### src/rtl/iiq_pkg.sv
// Shared integer-issue-queue definitions: entry layout and sizing used by the
// shift queue, the dispatch stage and the issue-select controller.
package iiq_pkg;

   localparam int IIQ_N_ENTRIES     = 8;
   localparam int ROB_TAG_WIDTH     = 6;
   localparam int IIQ_PAYLOAD_WIDTH = 16;
   localparam int IIQ_N_CDB         = 2;
   localparam int IIQ_TAG_WIDTH     = ROB_TAG_WIDTH;
   localparam int IIQ_ENTRY_WIDTH   = 2 * (1 + IIQ_TAG_WIDTH) + IIQ_PAYLOAD_WIDTH;

   typedef struct packed {
      logic                         src1_rdy;
      logic [IIQ_TAG_WIDTH-1:0]     src1_tag;
      logic                         src2_rdy;
      logic [IIQ_TAG_WIDTH-1:0]     src2_tag;
      logic [IIQ_PAYLOAD_WIDTH-1:0] payload;
   } iiq_entry_t;

   // Returns the entry with the requested ready bits forced high.
   function automatic iiq_entry_t iiq_set_ready(iiq_entry_t e, logic set1, logic set2);
      iiq_entry_t r;
      r          = e;
      r.src1_rdy = e.src1_rdy | set1;
      r.src2_rdy = e.src2_rdy | set2;
      return r;
   endfunction

endpackage

### src/rtl/prio_enc_lsb.sv
// Lowest-set-bit one-hot picker; an all-zero request yields an all-zero grant.
module prio_enc_lsb #(
   parameter int N = 4
) (
   input  logic [N-1:0] i_req,
   output logic [N-1:0] o_grant
);

   // Two's-complement isolate: req & -req keeps only the lowest set bit.
   assign o_grant = i_req & (~i_req + N'(1));

endmodule

### src/rtl/iiq_issue_select.sv
// IIQ consumer: CDB wakeup of queued operands, oldest-ready select, and the
// valid/ready issue register feeding the integer ALU.
module iiq_issue_select
   import iiq_pkg::*;
#(
   parameter int N_ENTRIES     = IIQ_N_ENTRIES,
   parameter int TAG_WIDTH     = IIQ_TAG_WIDTH,
   parameter int PAYLOAD_WIDTH = IIQ_PAYLOAD_WIDTH,
   parameter int N_CDB         = IIQ_N_CDB,
   parameter int ENTRY_WIDTH   = 2 * (1 + TAG_WIDTH) + PAYLOAD_WIDTH
) (
   input  logic                             clk,
   input  logic                             rst_aL,
   input  logic                             flush,
   input  logic [$clog2(N_ENTRIES):0]       q_count,
   input  logic [N_ENTRIES*ENTRY_WIDTH-1:0] entry_douts,
   output logic                             deq_ready,
   output logic [N_ENTRIES-1:0]             deq_sel_onehot,
   input  logic                             deq_valid,
   input  logic [ENTRY_WIDTH-1:0]           deq_data,
   output logic [N_ENTRIES-1:0]             wr_en,
   output logic [N_ENTRIES*ENTRY_WIDTH-1:0] wr_data,
   input  logic [N_CDB-1:0]                 cdb_valid,
   input  logic [N_CDB*TAG_WIDTH-1:0]       cdb_tag,
   output logic                             iss_valid,
   input  logic                             iss_ready,
   output logic [ENTRY_WIDTH-1:0]           iss_data
);

   // Handshake: the ALU takes iss_data on a cycle where iss_valid & iss_ready;
   // the queue gives up the picked entry on a cycle where deq_ready & deq_valid.

   localparam int EW        = ENTRY_WIDTH;
   localparam int CW        = $clog2(N_ENTRIES) + 1;
   localparam int S1_RDY    = EW - 1;
   localparam int S1_TAG_LO = EW - 1 - TAG_WIDTH;
   localparam int S2_RDY    = TAG_WIDTH + PAYLOAD_WIDTH;
   localparam int S2_TAG_LO = PAYLOAD_WIDTH;

   logic [N_ENTRIES-1:0] w_valid;
   logic [N_ENTRIES-1:0] w_wake1;
   logic [N_ENTRIES-1:0] w_wake2;
   logic [N_ENTRIES-1:0] w_rdy_vec;
   logic [N_ENTRIES-1:0] w_pick;
   logic                 w_slot_free;
   logic                 w_deq;
   logic                 r_iss_valid;
   logic [EW-1:0]        r_iss_data;

   genvar gi, gk;
   for (gi = 0; gi < N_ENTRIES; gi++) begin : g_entry
      logic [EW-1:0]    w_entry;
      logic [EW-1:0]    w_set_mask;
      logic [N_CDB-1:0] w_hit1;
      logic [N_CDB-1:0] w_hit2;

      assign w_entry      = entry_douts[gi*EW +: EW];
      assign w_valid[gi]  = (CW'(gi) < q_count);

      for (gk = 0; gk < N_CDB; gk++) begin : g_cdb
         assign w_hit1[gk] = cdb_valid[gk] &&
            (cdb_tag[gk*TAG_WIDTH +: TAG_WIDTH] == w_entry[S1_TAG_LO +: TAG_WIDTH]);
         assign w_hit2[gk] = cdb_valid[gk] &&
            (cdb_tag[gk*TAG_WIDTH +: TAG_WIDTH] == w_entry[S2_TAG_LO +: TAG_WIDTH]);
      end

      // Only not-yet-ready sources wake; an already-ready source never re-fires wr_en.
      assign w_wake1[gi] = w_valid[gi] & ~w_entry[S1_RDY] & (|w_hit1);
      assign w_wake2[gi] = w_valid[gi] & ~w_entry[S2_RDY] & (|w_hit2);
      assign wr_en[gi]   = w_wake1[gi] | w_wake2[gi];

      assign w_set_mask  = (EW'(w_wake1[gi]) << S1_RDY) | (EW'(w_wake2[gi]) << S2_RDY);
      assign wr_data[gi*EW +: EW] = wr_en[gi] ? (w_entry | w_set_mask) : '0;

      // Select looks at the stored ready bits only, so a wakeup issues one cycle later.
      assign w_rdy_vec[gi] = w_valid[gi] & w_entry[S1_RDY] & w_entry[S2_RDY];
   end

   prio_enc_lsb #(
      .N (N_ENTRIES)
   ) u_pick (
      .i_req   (w_rdy_vec),
      .o_grant (w_pick)
   );

   assign w_slot_free    = ~r_iss_valid | iss_ready;
   assign deq_ready      = w_slot_free & ~flush;
   assign deq_sel_onehot = w_pick & {N_ENTRIES{deq_ready}};
   assign w_deq          = deq_ready & deq_valid;

   always_ff @(posedge clk) begin
      if (!rst_aL) begin
         r_iss_valid <= 1'b0;
         r_iss_data  <= '0;
      end else if (flush) begin
         r_iss_valid <= 1'b0;
      end else if (w_deq) begin
         r_iss_valid <= 1'b1;
         r_iss_data  <= deq_data;
      end else if (iss_ready) begin
         r_iss_valid <= 1'b0;
      end
   end

   assign iss_valid = r_iss_valid;
   assign iss_data  = r_iss_data;

endmodule

### config.mk
export PLATFORM = sky130hd
export DESIGN_NAME = iiq_issue_select
export DESIGN_NICKNAME = d
export VERILOG_FILES = /design/src/rtl/iiq_pkg.sv /design/src/rtl/prio_enc_lsb.sv /design/src/rtl/iiq_issue_select.sv
export SDC_FILE = /design/constraint.sdc
export NUM_CORES = 1
export LEC_CHECK = 0
export CAP_MARGIN = 25
export CORE_AREA = 2 2 228 230
export DETAILED_ROUTE_END_ITERATION = 6
export DIE_AREA = 0 0 230 232
export HOLD_SLACK_MARGIN = 0.02
export SLEW_MARGIN = 40
export SYNTH_ARGS = -nofsm -noshare
export SYNTH_HDL_FRONTEND = slang
export SYNTH_HIERARCHICAL = 1
export SYNTH_SLANG_ARGS = --single-unit
### constraint.sdc
create_clock -name clk -period 3.9 [get_ports clk]
set_clock_uncertainty 0.15 [all_clocks]
set_input_delay 0.585 -clock clk [delete_from_list [all_inputs] [get_ports clk]]
set_output_delay 0.585 -clock clk [all_outputs]
set_load 0.02 [all_outputs]
# Word level (Yosys, flattened, before mapping)
# Cells that the tools add are included.
[word_totals] word_cells=201 reg_bits=31 output_inout_bits=288
[classes] bitwise=97 muxes=10 n_reduce_logical=51 n_addsub=1 n_eq_ne=32 order_cmp=8
[ops] op="$mux W30" n=8
[ops] op="$or A30 B23 Y30" n=8
[ops] op="$or A30 B30 Y30" n=8
[ops] op="$eq A6 B6 Y1" n=32
[ops] op="$and A1 B1 Y1" n=50
[ops] op="$reduce_or A2 Y1" n=17
[ops] op="$logic_and A1 B1 Y1" n=32
[ops] op="$not A1 Y1" n=19
[ops] op="$and A8 B8 Y8" n=2
[ops] op="$lt A3 B4 Y1 const A" n=4
[ops] op="$or A1 B1 Y1" n=9
[ops] op="$add A8 B1 Y8 const B" n=1
[ops] op="$lt A1 B4 Y1 const A" n=2
[ops] op="$lt A2 B4 Y1 const A" n=2
[ops] op="$not A8 Y8" n=1
[ops] op="$mux W1" n=2
[ops] op="$reduce_and A2 Y1" n=1
[ops] op="$reduce_bool A2 Y1" n=1

# Logic depth before layout (Yosys ltp)
[logic_depth] depth_word=7 depth_mapped=9 depth_no_buf=6

# By module
# The synthesis kept the hierarchy.
[by_module_without_submodules] mod="iiq_issue_select" cells_each=783 area_each_um2=5650.4 n_inst=1
[by_module_without_submodules] mod="prio_enc_lsb" cells_each=10 area_each_um2=83.8 n_inst=1

# Worst setup path before layout
# Ideal clock, no wire load.
[synth_path] path_kind="input-to-output" start="in cdb_tag[7]" end="out wr_data[10]" arrival_ns=2.135 n_path_buf=3 path_stages=8 path_slack_ns=1.030 required_time_ns=3.165 cell_sequence="buf_4 > xnor2_1 > nand4_1 > o22a_1 > o32a_1 > buf_2 > buf_6 > nor2b_1"
[synth_via] elab_chain_cells=6 word_cells_on_any_way=10 classes_between="eq/ne (2); mux (1); bitwise (3); reduce/logical (4)"
[synth_lines] element="start, declared" line="iiq_issue_select.sv:24" text="input logic [N_CDB*TAG_WIDTH-1:0] cdb_tag,"
[synth_lines] element="$eq A6 B6 Y1, on equally long branches" line="iiq_issue_select.sv:62, iiq_issue_select.sv:64"
[synth_lines] element="$logic_and A1 B1 Y1, on equally long branches" line="iiq_issue_select.sv:61, iiq_issue_select.sv:63"
[synth_lines] element="$reduce_or A2 Y1, on equally long branches" line="iiq_issue_select.sv:68, iiq_issue_select.sv:69"
[synth_lines] element="$and A1 B1 Y1, on equally long branches" line="iiq_issue_select.sv:68, iiq_issue_select.sv:69"
[synth_lines] element="$or A1 B1 Y1 (*)" line="iiq_issue_select.sv:70" text="assign wr_en[gi] = w_wake1[gi] | w_wake2[gi];"
[synth_lines] element="$mux W30 (*)" line="iiq_issue_select.sv:73" text="assign wr_data[gi*EW +: EW] = wr_en[gi] ? (w_entry | w_set_mask) : '0;"
[synth_lines] element="end, declared" line="iiq_issue_select.sv:22" text="output logic [N_ENTRIES*ENTRY_WIDTH-1:0] wr_data,"
# Mark *: on every way between the ends. The rest lies on a longest branch, timed or not.

# Worst setup path in the final report
[layout_path] start="in q_count[2]" end="out deq_sel_onehot[5]"
[layout_via] elab_chain_cells=7 word_cells_on_any_way=22 classes_between="add/sub (1); order compare (6); bitwise (15)"
[layout_lines] element="start, declared" line="iiq_issue_select.sv:15" text="input logic [$clog2(N_ENTRIES):0] q_count,"
[layout_lines] element="$lt A1 B4 Y1" line="iiq_issue_select.sv:58" text="assign w_valid[gi] = (CW'(gi) < q_count);"
[layout_lines] element="$and A1 B1 Y1 (2 in series)" line="iiq_issue_select.sv:76" text="assign w_rdy_vec[gi] = w_valid[gi] & w_entry[S1_RDY] & w_entry[S2_RDY];"
[layout_lines] element="net w_rdy_vec[1]" line="iiq_issue_select.sv:43" text="logic [N_ENTRIES-1:0] w_rdy_vec;"
[layout_lines] element="$not A8 Y8" line="prio_enc_lsb.sv:10" text="assign o_grant = i_req & (~i_req + N'(1));"
[layout_lines] element="$add A8 B1 Y8" line="prio_enc_lsb.sv:10"
[layout_lines] element="$and A8 B8 Y8" line="prio_enc_lsb.sv:10"
[layout_lines] element="net w_pick[5]" line="iiq_issue_select.sv:44" text="logic [N_ENTRIES-1:0] w_pick;"
[layout_lines] element="$and A8 B8 Y8" line="iiq_issue_select.sv:88" text="assign deq_sel_onehot = w_pick & {N_ENTRIES{deq_ready}};"
[layout_lines] element="end, declared" line="iiq_issue_select.sv:18" text="output logic [N_ENTRIES-1:0] deq_sel_onehot,"
# The timed path passes the listed nets, and every way through them passes these cells.

==> results.md <==
- Max-slew violation count: 0
- Critical path required time: roughly 3200 ps
- Post-DP HPWL: about 35 mm
- Crit start category: primary input
- Max-Cap Viols: 0
- Met3 Use GR: 3.33%
- Hold slack: 314 ps
- Die ar.: 53,400 sq um
- H-Tree Depth: 2
- Maximum vdd drop: approximately 0.13 mV
- Vias in the first global route: slightly above 8,000
- Initial antenna violation count: 5
- Setup violations, final: 0
- Grt peak-use layer: met2
- Tmin final: about 3800 ps
- Crit-path max FO: 4
- Setup crit end kind: primary output
- Clock sink count: 31
- Mapped Cells: about 800
- Largest net degree at the start of global routing: 32
- Layout cells sized above 1: 10.3%
- Core Footprint: 50,900 sq um
- Post-synth EDFFs: 0
- Async set-reset flop share out of synthesis: 0%
- Post-CTS Setup Repair Bufs: 0
- Clock latency on the worst-skew pair: between 200 and 300 ps
- Met2 Use GR: between 20 and 30%
- Number of DRC markers in iteration 0: about 250
- GRT overflow: 0
- Final period utilization: 98.3%
- Final core occ: 26.1%
- Status: completed
- DIE WIDTH: around 230 microns
- Via Count: 7,863
- Avg Inst Size Synth: 7.23 sq um
- Detail Route Antenna Nets: 0
- RSZ-0062 raised after global routing: yes
- Netlist Area Pre-Place: about 5700 sq um
- Die height: 232 microns
- CTS tree: done
- Number of port buffers: 580
- Synth unique cells: 48
- Root Buffer: clkbuf_16
- Fmax: around 260 MHz
- Num CTS Buffers: 5
- PnR worst setup slack: 67.7 ps
- Slew HR: between 50 and 60%
- Worst min path class: flip-flop to flip-flop
- PD cells: around 140 nW/um^2
- Starting density of the core: approximately 11%
- Nets@finish: between 1,500 and 2,000
- Wire length per cell: about 20 microns
- Least-Margin Pin Slew: between 600 and 700 ps
- First-pass GRT wire length: about 55 mm
- P_leak: approximately 0.0063 uW
- Overall power: about 1800 uW
- CP Class: primary input to primary output
- Final WL: approximately 40 mm
- TritonRoute pass-1 iters: 5
- Hold Vio Cnt, Final: 0
- I/O Pins: roughly 580
- Area grow syn2layout: 132%
- Vias per inst: ~3.8
- Setup TNS: 0 ps
- Core Rows: 83
- Dpl ws: -368 ps
- Post-synthesis sequential area ratio: 10.8%
- Final RePlAce weighted congestion: between 0.8 and 0.9
- CP Data Arrival Time: about 3100 ps
- Mapped Nets: ~1,100
- Ys flop type: dfxtp_1
- GR Util met1: between 15 and 20%
- Yosys warnings: 6
- Total Routing Usage GR: 14.2%
- CTS Buffer Depth: 2
- Flops & latches, synth: 31
- DRC: 0
- Clock slew at reported path FFs: 50 ps
==> logic make-up after synthesis <==
group | count (synthesis) | share of synthesized area, %
buf+inv | 77 | 8.47
simple gates | 418 | 41.5
xor+xnor | 192 | 29.3
flops | 31 | 10.8
compound gates | 75 | 9.93
==> layout by cell type (no fill, tap or decap), drive strengths merged, types with 8 or more instances in the layout <==
| cell | n |
|---|---|
| dfxtp | 31 |
| inv | 13 |
| dlymetal6s2s | 93 |
| a21boi | 30 |
| nor2b | 170 |
| nand3 | 33 |
| xnor2 | 192 |
| dlygate4sd2 | 41 |
| nor2 | 13 |
| o22ai | 10 |
| o22a | 8 |
| nand2 | 75 |
| nand4 | 34 |
| and2 | 67 |
| buf | 112 |
| clkdlybuf4s50 | 410 |
==> per-stage QoR <==
step / cells / area [sq um]
after floorplan: 793 / 5730
after global placement: 2065 / 12900
after detailed placement: 2065 / 12900
after CTS: 2073 / 13000
after global routing: 2076 / 13300
final: 2077 / 13300
==> worst paths after layout <==
check        slack [ps]          from           endpoint  depth (start not counted)
max                  70    q_count[2]  deq_sel_onehot[5]                          7
min                 310  iss_data[10]       iss_data[10]                          2
max reg2reg        1940     iss_valid        iss_data[2]                          5
min reg2reg         310  iss_data[10]       iss_data[10]                          2
==> report_power, final <==
group          switching (uW)  internal (uW)
sequential               7.49            332
clock                     153            301
combinational             441            579
==> critical path, cell delays in order <==
cell	delay, ps
clkdlybuf4s50_1	460
or3_1	480
and3_1	270
nor4_4	370
and3b_2	220
and2_1	110
clkdlybuf4s50_1	600
==> final cells by class <==
cell class	count	area [sq um]
inverter	13	48.8
timing repair buffer	656	6860
tap	680	851
fill	5492	37600
antenna	3	7.51
sequential	31	621
clock inverter	3	43.8
clock buffer	5	125
multi-input combinational	686	4750
==> synthesized netlist by cell type, types with 2 or more instances <==
cell | n | area share, %
a21boi_0 | 30 | 3.9
a21oi_1 | 2 | 0.17
a2bb2oi_1 | 3 | 0.46
a31o_2 | 2 | 0.31
and2_1 | 66 | 7.2
and3_1 | 5 | 0.55
buf_2 | 13 | 1.1
buf_4 | 11 | 1.4
buf_6 | 18 | 3.5
clkbuf_1 | 19 | 1.2
clkbuf_2 | 3 | 0.26
dfxtp_1 | 31 | 11
inv_1 | 13 | 0.85
nand2_1 | 75 | 4.9
nand2b_1 | 4 | 0.44
nand3_1 | 33 | 2.9
nand4_1 | 34 | 3.7
nor2_1 | 13 | 0.85
nor2b_1 | 170 | 19
nor3_1 | 2 | 0.17
nor3b_1 | 2 | 0.26
o21ai_0 | 7 | 0.61
o22a_1 | 8 | 1.2
o22ai_1 | 9 | 0.98
o41ai_1 | 2 | 0.31
or2_2 | 4 | 0.44
or3_1 | 2 | 0.22
xnor2_1 | 192 | 29
==> repair_timing <==
action,4_1_cts,5_1_grt
cloned,0,1
pin swaps,3,0
hold buffers,0,0
endpoints found under the setup margin,102,115
resized for setup,46,98
==> metal layers <==
metal,wire length (microns),vias up
li1,-,3769
met1,17500,3658
met2,19500,394
met3,2960,38
met4,833,4
met5,20,-
==> flip-flops by register name, indices dropped and copies added, names as in the netlist <==
name       flops
iss_data      30
iss_valid      1
(Power assumes the default switching activity.)
